<file path="src/rtl/dmi_req_sync.sv">
// Purpose  : brings async DMI level requests into clk_i, captures addr/wdata once per request, 4-phase req/ack to source.
// Latency  : req_i sampled at edge n -> pulse_o/addr_o/wdata_o registered at edge n+SYNC_STAGES; ack_o follows DM done_i.
// Backpres.: one transfer in flight; source holds req_i until ack_o, rises on other channels while busy are dropped (collide_o).
//
// Ports
//   clk_i, rst_i          core clock, synchronous active-high reset
//   req_i[NUM_CH]         async level requests (ch0 = rd, ch1 = wr), held until ack_o seen
//   addr_i, wdata_i       async, stable while any req_i is high
//   ack_o                 level ack back to the source
//   rdata_o               DM read data, stable while ack_o = 1
//   pulse_o[NUM_CH]       one-cycle one-hot strobe to DM
//   addr_o, wdata_o       captured address/data, valid from pulse_o until next capture
//   done_i, rdata_i       DM completion and read data (rdata_i sampled when done_i accepted)
//   busy_o                high whenever the FSM is not IDLE
//   collide_o             sticky: a request edge was dropped
//   timeout_o             sticky: DM never completed (only with DMI_SYNC_TIMEOUT_EN)
//   err_clr_i             clears collide_o / timeout_o (a simultaneous set wins)
//
// Optional feature macro: DMI_SYNC_TIMEOUT_EN (WAIT_DONE timeout after TIMEOUT_CYCLES).

module dmi_req_sync #(
    parameter int unsigned NUM_CH         = 2,
    parameter int unsigned SYNC_STAGES    = 2,
    parameter int unsigned AW             = 7,
    parameter int unsigned DW             = 32,
    parameter int unsigned TIMEOUT_CYCLES = 1024
) (
    input  logic              clk_i,
    input  logic              rst_i,
    input  logic [NUM_CH-1:0] req_i,
    input  logic [AW-1:0]     addr_i,
    input  logic [DW-1:0]     wdata_i,
    output logic              ack_o,
    output logic [DW-1:0]     rdata_o,
    output logic [NUM_CH-1:0] pulse_o,
    output logic [AW-1:0]     addr_o,
    output logic [DW-1:0]     wdata_o,
    input  logic              done_i,
    input  logic [DW-1:0]     rdata_i,
    output logic              busy_o,
    output logic              collide_o,
    output logic              timeout_o,
    input  logic              err_clr_i
);

    typedef enum logic [1:0] {
        IDLE,
        CAPTURE,
        WAIT_DONE,
        ACK
    } state_t;

    state_t state_q;

    // Per-channel synchroniser chains, edge history and arm bits.
    logic [NUM_CH-1:0][SYNC_STAGES-1:0] chain_q;
    logic [NUM_CH-1:0]                  prev_q;
    logic [NUM_CH-1:0]                  arm_q;
    logic [NUM_CH-1:0]                  sel_q;

    // Shifts in ones after reset; its last bit says the chains now hold real
    // samples of req_i rather than their reset zeros. Without it a request
    // held across reset would look low for SYNC_STAGES cycles, arm itself and
    // be serviced.
    logic [SYNC_STAGES-1:0]             fill_q;
    logic                               chain_valid;

    logic [NUM_CH-1:0] sync;
    logic [NUM_CH-1:0] rise;
    logic [NUM_CH-1:0] win_oh;
    logic              win_found;
    logic [NUM_CH-1:0] accept_oh;
    logic              collide_set;

`ifdef DMI_SYNC_TIMEOUT_EN
    localparam int unsigned TCW = $clog2(TIMEOUT_CYCLES + 1);
    logic [TCW-1:0] tmo_cnt_q;
    logic [TCW-1:0] tmo_cnt_nxt;
`endif

    assign chain_valid = fill_q[SYNC_STAGES-1];

    always_comb begin
        sync      = '0;
        win_oh    = '0;
        win_found = 1'b0;
        for (int c = 0; c < NUM_CH; c++) begin
            sync[c] = chain_q[c][SYNC_STAGES-1];
        end
        rise = sync & ~prev_q & arm_q;
        // Fixed priority: lowest channel index wins.
        for (int c = 0; c < NUM_CH; c++) begin
            if (rise[c] && !win_found) begin
                win_oh[c] = 1'b1;
                win_found = 1'b1;
            end
        end
        accept_oh = (state_q == IDLE) ? win_oh : '0;
        // In IDLE only the losers of the arbitration collide; elsewhere every
        // rise is dropped.
        collide_set = (state_q == IDLE) ? |(rise & ~win_oh) : |rise;
    end

`ifdef DMI_SYNC_TIMEOUT_EN
    assign tmo_cnt_nxt = tmo_cnt_q + 1'b1;
`endif

    always_ff @(posedge clk_i) begin
        if (rst_i) begin
            state_q   <= IDLE;
            chain_q   <= '0;
            prev_q    <= '0;
            arm_q     <= '0;
            sel_q     <= '0;
            fill_q    <= '0;
            ack_o     <= 1'b0;
            rdata_o   <= '0;
            pulse_o   <= '0;
            addr_o    <= '0;
            wdata_o   <= '0;
            busy_o    <= 1'b0;
            collide_o <= 1'b0;
`ifdef DMI_SYNC_TIMEOUT_EN
            tmo_cnt_q <= '0;
            timeout_o <= 1'b0;
`endif
        end else begin
            fill_q <= {fill_q[SYNC_STAGES-2:0], 1'b1};
            for (int c = 0; c < NUM_CH; c++) begin
                chain_q[c] <= {chain_q[c][SYNC_STAGES-2:0], req_i[c]};
            end
            // History always advances, so a discarded edge is gone for good.
            prev_q <= sync;
            arm_q  <= (arm_q | ({NUM_CH{chain_valid}} & ~sync)) & ~accept_oh;

            pulse_o   <= '0;
            collide_o <= collide_set | (collide_o & ~err_clr_i);
`ifdef DMI_SYNC_TIMEOUT_EN
            timeout_o <= timeout_o & ~err_clr_i;
`endif

            case (state_q)
                IDLE: begin
                    if (win_found) begin
                        state_q <= CAPTURE;
                        sel_q   <= win_oh;
                        pulse_o <= win_oh;
                        addr_o  <= addr_i;
                        wdata_o <= wdata_i;
                        busy_o  <= 1'b1;
`ifdef DMI_SYNC_TIMEOUT_EN
                        tmo_cnt_q <= '0;
`endif
                    end
                end

                CAPTURE: begin
                    if (done_i) begin
                        rdata_o <= rdata_i;
                        ack_o   <= 1'b1;
                        state_q <= ACK;
                    end else begin
                        state_q <= WAIT_DONE;
                    end
                end

                WAIT_DONE: begin
                    if (done_i) begin
                        rdata_o <= rdata_i;
                        ack_o   <= 1'b1;
                        state_q <= ACK;
                    end
`ifdef DMI_SYNC_TIMEOUT_EN
                    // Completion beats the timeout when both land together.
                    else if (tmo_cnt_nxt == TCW'(TIMEOUT_CYCLES)) begin
                        rdata_o   <= '0;
                        ack_o     <= 1'b1;
                        timeout_o <= 1'b1;
                        state_q   <= ACK;
                    end else begin
                        tmo_cnt_q <= tmo_cnt_nxt;
                    end
`endif
                end

                ACK: begin
                    // Hold ack until the serviced channel's request is seen low.
                    if ((sync & sel_q) == '0) begin
                        ack_o   <= 1'b0;
                        busy_o  <= 1'b0;
                        state_q <= IDLE;
                    end
                end

                default: begin
                    state_q <= IDLE;
                end
            endcase
        end
    end

`ifndef DMI_SYNC_TIMEOUT_EN
    // No completion watchdog in this build; WAIT_DONE waits for done_i forever.
    assign timeout_o = 1'b0;
`endif

endmodule

</file>
<file path="config.mk">
export PLATFORM = sky130hd
export DESIGN_NAME = dmi_req_sync
export DESIGN_NICKNAME = d
export VERILOG_FILES = /design/src/rtl/dmi_req_sync.sv
export SDC_FILE = /design/constraint.sdc
export NUM_CORES = 1
export LEC_CHECK = 0
export ABC_AREA = 1
export ABC_CLOCK_PERIOD_IN_PS = 4400
export BUFFER_PORTS_ARGS = -buffer_cell sky130_fd_sc_hd__buf_2
export CORE_MARGIN = 10
export CORE_UTILIZATION = 49
export DETAILED_ROUTE_END_ITERATION = 7
export PLACE_DENSITY = 0.92
export SLEW_MARGIN = 20
export SYNTH_ARGS = -nofsm -noshare
export SYNTH_HDL_FRONTEND = slang
export SYNTH_SLANG_ARGS = --single-unit
</file>
<file path="constraint.sdc">
create_clock -name clk_i -period 4.4 [get_ports clk_i]
set_clock_uncertainty 0.2 [all_clocks]
set_input_delay 0.22 -clock clk_i [delete_from_list [all_inputs] [get_ports clk_i]]
set_output_delay 0.22 -clock clk_i [all_outputs]
set_load 0.03 [all_outputs]
</file>
# --- After elaboration in Yosys (flattened, before gate mapping) ---
# Index checks and enable logic that the tools add are counted.
classes:
  eq_ne: 7
  muxes: 16
  n_bitwise: 16
  n_reduce_logical: 15
ops:
  columns: ["cell", "n"]
  rows:
  - ["AND 2 bit", 6]
  - ["two-way mux 1 bit", 9]
  - ["AND reduction 3 bit", 3]
  - ["two-way mux 2 bit", 4]
  - ["inverter 2 bit", 4]
  - ["case mux 2 bit (4 select lines)", 1]
  - ["!= test 2 bit, second input constant", 3]
  - ["OR reduction 2 bit", 3]
  - ["== test 2 bit, second input constant", 2]
  - ["logical NOT 2 bit", 2]
  - ["case mux 1 bit (2 select lines)", 2]
  - ["AND reduction 2 bit", 2]
  - ["nonzero test 2 bit", 2]
  - ["inverter 1 bit", 3]
  - ["OR reduction 3 bit", 1]
  - ["== test 2 x 1 -> 1 bit, second input constant", 1]
  - ["!= test 2 x 1 -> 1 bit, second input constant", 1]
  - ["bitwise OR 2 bit", 1]
  - ["AND 1 bit", 1]
  - ["logical AND 1 bit", 1]
  - ["logical NOT 1 bit", 1]
  - ["bitwise OR 1 bit", 1]
totals:
  reg_bits: 90
  in_bits: 77
  output_inout_bits: 77
  elab_cells: 69

# --- Logic depth before layout (Yosys ltp) ---
depth:
  ltp_word: 12
  ltp_mapped: 8
  depth_no_buf: 8

# --- Worst setup path before layout ---
# OpenSTA, ideal clock, no wires.
synth_path:
  path_kind: "register -> register"
  from: "reg state_q[0]"
  to: "reg rdata_o[10]"
  setup_time_ns: 0.116
  arrival_time_ns: 1.260
  required_time_ns: 4.084
  path_slack_ns: 2.824
  stages_incl_launch_ff: 8
  n_path_buf: 1
  period_less_slack_ns: 1.576
  path_cell_list: "dfxtp_1 > inv_1 > ha_1 > nand2_1 > inv_1 > buf_2 > nor2_1 > nor2_1"
synth_between:
  elab_chain_cells: 3
  elab_cells_between_ends: 4
  cone_classes: "eq/ne (2); reduce/logical (2)"
synth_rtl:
  columns: ["item", "line", "source"]
  rows:
  - ["from (decl)", "53", "state_t state_q;"]
  - ["from (signal assigned)", "110", "state_q <= IDLE;"]
  - ["from (signal assigned)", "145", "state_q <= CAPTURE;"]
  - ["from (signal assigned)", "161", "state_q <= ACK;"]
  - ["== test 2 bit / == test 2 x 1 -> 1 bit (equally long branches)", "142", "case (state_q)"]
  - ["OR reduction 2 bit (no source line) (*)", null, null]
  - ["AND reduction 2 bit (no source line) (*)", null, null]
  - ["to (signal assigned)", "159", "rdata_o <= rdata_i;"]
  - ["to (signal assigned)", "169", "rdata_o <= rdata_i;"]
  - ["to (decl)", "34", "output logic [DW-1:0] rdata_o,"]
# Every way passes the cells marked *; elsewhere a longest branch is shown, timed or not.
# A chain may end at the register's enable or synchronous reset.

# --- Worst setup path in the final report ---
layout_path:
  from: "reg state_q[0]"
  to: "reg rdata_o[12]"
# The elaborated chain is that of the path after synthesis.

==> metrics.txt <==
Req. time, crit path 4.43 ns; CP Capture Type flip-flop; CP startpoint state_q[0]; Final GP Congestion 0.792; overall track demand over capacity in global routing 0.211; root buffer cell sky130_fd_sc_hd__clkbuf_8; synthesized instance count 413; Final Setup Violations 0; CORE AREA 6420 um2; remaining antenna violation count after routing 0; setup fix buffers added after clock tree synthesis 0; wirelength, routed 11,300 um; commonest cells after routing, fill and taps aside 155 x sky130_fd_sc_hd__nor2_1, 152 x sky130_fd_sc_hd__buf_2, 90 x sky130_fd_sc_hd__dfxtp_1; hold violation total from the final report 0; max-slew violations 0; setup repair after global routing missed its margin false; launching element type of the critical path flip-flop; Final min period 2.90 ns; area of combinational cells with multiple inputs 1200 um2; total area of sequential cells 1800 um2; fraction of final layout cells with drive strength greater than 1 0.272; overflow left after global routing 0; IR drop worst, VDD 0.412 mV; post-route cell area 4960 um2; clock tree sinks 90; number of DRC violations after detailed-routing iteration 0 129; startpoint of the lowest-slack register-to-register path state_q[0]; wire length of the first global-routing pass 17,300 um; TritonCTS clock tree yes; crit path cell chain inv_1, ha_1, nand2_1, inv_1, nor2_1, nor2_1; class of the most critical hold timing path in2reg; destination of the worst hold path collide_o; transition time at the pin with the least slew margin 1.07 ns; via density per instance 4.87; DP Wirelength 6780 um; number of buffers created by CTS 9; final worst path period share 0.659; setup slack on the worst flop-to-flop path 1.50 ns; Worst path top cell family by delay simple AND/OR/NAND/NOR gates; number of cells on the worst reg-to-reg path 6; number of buffers added on ports 152; Slowest cell on crit path sky130_fd_sc_hd__nand2_1; highest net fanout along the worst path 33; number of top-level pins 154; total via count in the routed design 3,468; maximum number of pins on one net before global-route repair 79; total placed instance area 3960 um2; status completed; wire per inst 15.8 um; FF+latch count, synth 90; vias in the first global route 3,447; initial core utilization 0.508; Bufs and invs on worst path 2; initial antenna violation count 1; count of synthesis-stage warnings from yosys 0; later-pin clock latency in the skew report 0.34 ns; Largest stage delay, worst path 0.67 ns; Max-cap violations 0; area enclosed by the die boundary 10,300 um2; area added between synthesis and finish 52.0%; fill cell total of the finished layout 428; upper clock frequency limit 345 MHz; number of distinct standard cells referenced by the synthesized netlist 20; DR pass1 iterations 4; row count 29; total negative slack for setup checks 0 ns; width of the die 102 um; Hold Path Cell Cnt 6; Clk pin slew, worst setup/hold paths 0.08 ns; nets in the synthesized netlist 494; most common cell after layout, fill and taps aside sky130_fd_sc_hd__nor2_1; Final Power 2.55 mW; mean cell area of the mapped netlist 7.90 um2; Worst Setup Path Type reg2reg; mapped cell area 3260 um2; portion of the post-synthesis area used by sequential elements 0.552; data arrival time at the worst-slack endpoint 2.93 ns; die height 102 um; Pwr Density 515 nW/um2; number of H-tree branching levels 3; relative slew slack 0.285; Lkg Pwr 2.39 nW; capturing point of the worst reg2reg path rdata_o[12]; Total Nets Final 709; maximum buffer depth of the clock tree 2; hold path startpoint err_clr_i; worst hold slack across all endpoints 0.0435 ns; post-detailed-route DRC marker count 0
-- metrics by stage --
step	instances	setup WS, ns	util
detailed placement	618	1.54	0.616
global route	711	1.23	0.772
global placement	618	1.75	0.616
finish	712	1.50	0.772
floorplan	413	2.82	-
CTS	710	1.53	0.771
-- worst min-delay path, cell delays in order --
cell and delay, ns:
sky130_fd_sc_hd__buf_2 0.08, sky130_fd_sc_hd__inv_1 0.03, sky130_fd_sc_hd__nand2_1 0.05, sky130_fd_sc_hd__nand3_1 0.07, sky130_fd_sc_hd__nand2_1 0.06, sky130_fd_sc_hd__inv_1 0.03
-- what timing repair did --
action / CTS / global route
hold buffers: 76 / 0
endpoints found under the hold margin: 80 / 0
gates resized for setup: 0 / 0
-- logic make-up after synthesis --
family                     synth area share
buffers and inverters                0.0786
AOI/OAI and AO/OA                     0.124
other                               0.00115
and+or+nand+nor                       0.229
DFF                                   0.552
adders and majority gates            0.0153
-- how the worst max path moves through the flow --
stage | end | slack, ns | cells past startpoint
after CTS | rdata_o[3] | 1.53 | 6
after floorplan | rdata_o[10] | 2.82 | 7
final | rdata_o[12] | 1.50 | 6
after global placement | rdata_o[25] | 1.75 | 6
after global routing | rdata_o[3] | 1.23 | 6
after detailed placement | rdata_o[3] | 1.54 | 6
-- layout make-up --
| type | instances | share of cell area |
|---|---|---|
| clock inverters | 5 | 0.0207 |
| diodes | 2 | 0.00101 |
| well taps | 77 | 0.0194 |
| inverters | 24 | 0.0192 |
| multi-input cells | 275 | 0.243 |
| clock buffers | 11 | 0.0265 |
| repair buffers | 228 | 0.307 |
| flip-flops and latches | 90 | 0.363 |
-- per-layer routing --
metal / track usage / share of wire / vias up
met5: 0 / 0 / -
met4: 0.106 / 0.019 / 0
met3: 0.0626 / 0.081 / 16
met2: 0.380 / 0.54 / 141
met1: 0.218 / 0.36 / 1581
li1: - / - / 1730
-- synthesized netlist by cell type --
cell,n,share of area
sky130_fd_sc_hd__conb_1,1,0.0011
sky130_fd_sc_hd__nand2_2,1,0.0019
sky130_fd_sc_hd__buf_6,8,0.028
sky130_fd_sc_hd__o21ai_1,16,0.025
sky130_fd_sc_hd__clkbuf_1,9,0.010
sky130_fd_sc_hd__inv_1,22,0.025
sky130_fd_sc_hd__dfxtp_1,90,0.55
sky130_fd_sc_hd__inv_2,1,0.0011
sky130_fd_sc_hd__nor2_1,155,0.18
sky130_fd_sc_hd__o21ai_0,57,0.087
sky130_fd_sc_hd__nand2_4,1,0.0035
sky130_fd_sc_hd__buf_4,1,0.0023
sky130_fd_sc_hd__ha_1,4,0.015
sky130_fd_sc_hd__a21oi_1,8,0.012
sky130_fd_sc_hd__buf_2,6,0.0092
sky130_fd_sc_hd__nand2_1,19,0.022
sky130_fd_sc_hd__nor3_1,1,0.0015
sky130_fd_sc_hd__nand3_2,2,0.0061
sky130_fd_sc_hd__inv_6,1,0.0027
sky130_fd_sc_hd__nand3_1,10,0.015
-- state kept, by name, summed over array words and instances (netlist names), 2 cells and up --
| register | cells |
|---|---|
| fill_q | 2 |
| prev_q | 2 |
| wdata_o | 32 |
| addr_o | 7 |
| sel_q | 2 |
| rdata_o | 32 |
| pulse_o | 2 |
| chain_q | 4 |
| arm_q | 2 |
| state_q | 2 |
-- power breakdown --
| part | internal [mW] | leakage, nW | switching (mW) |
|---|---|---|---|
| clock | 0.377 | 0.114 | 0.275 |
| sequential | 0.945 | 0.733 | 0.0738 |
| combinational | 0.287 | 1.54 | 0.594 |
| total | 1.61 | 2.39 | 0.943 |
Note: power is estimated with default switching activity, not from simulation.
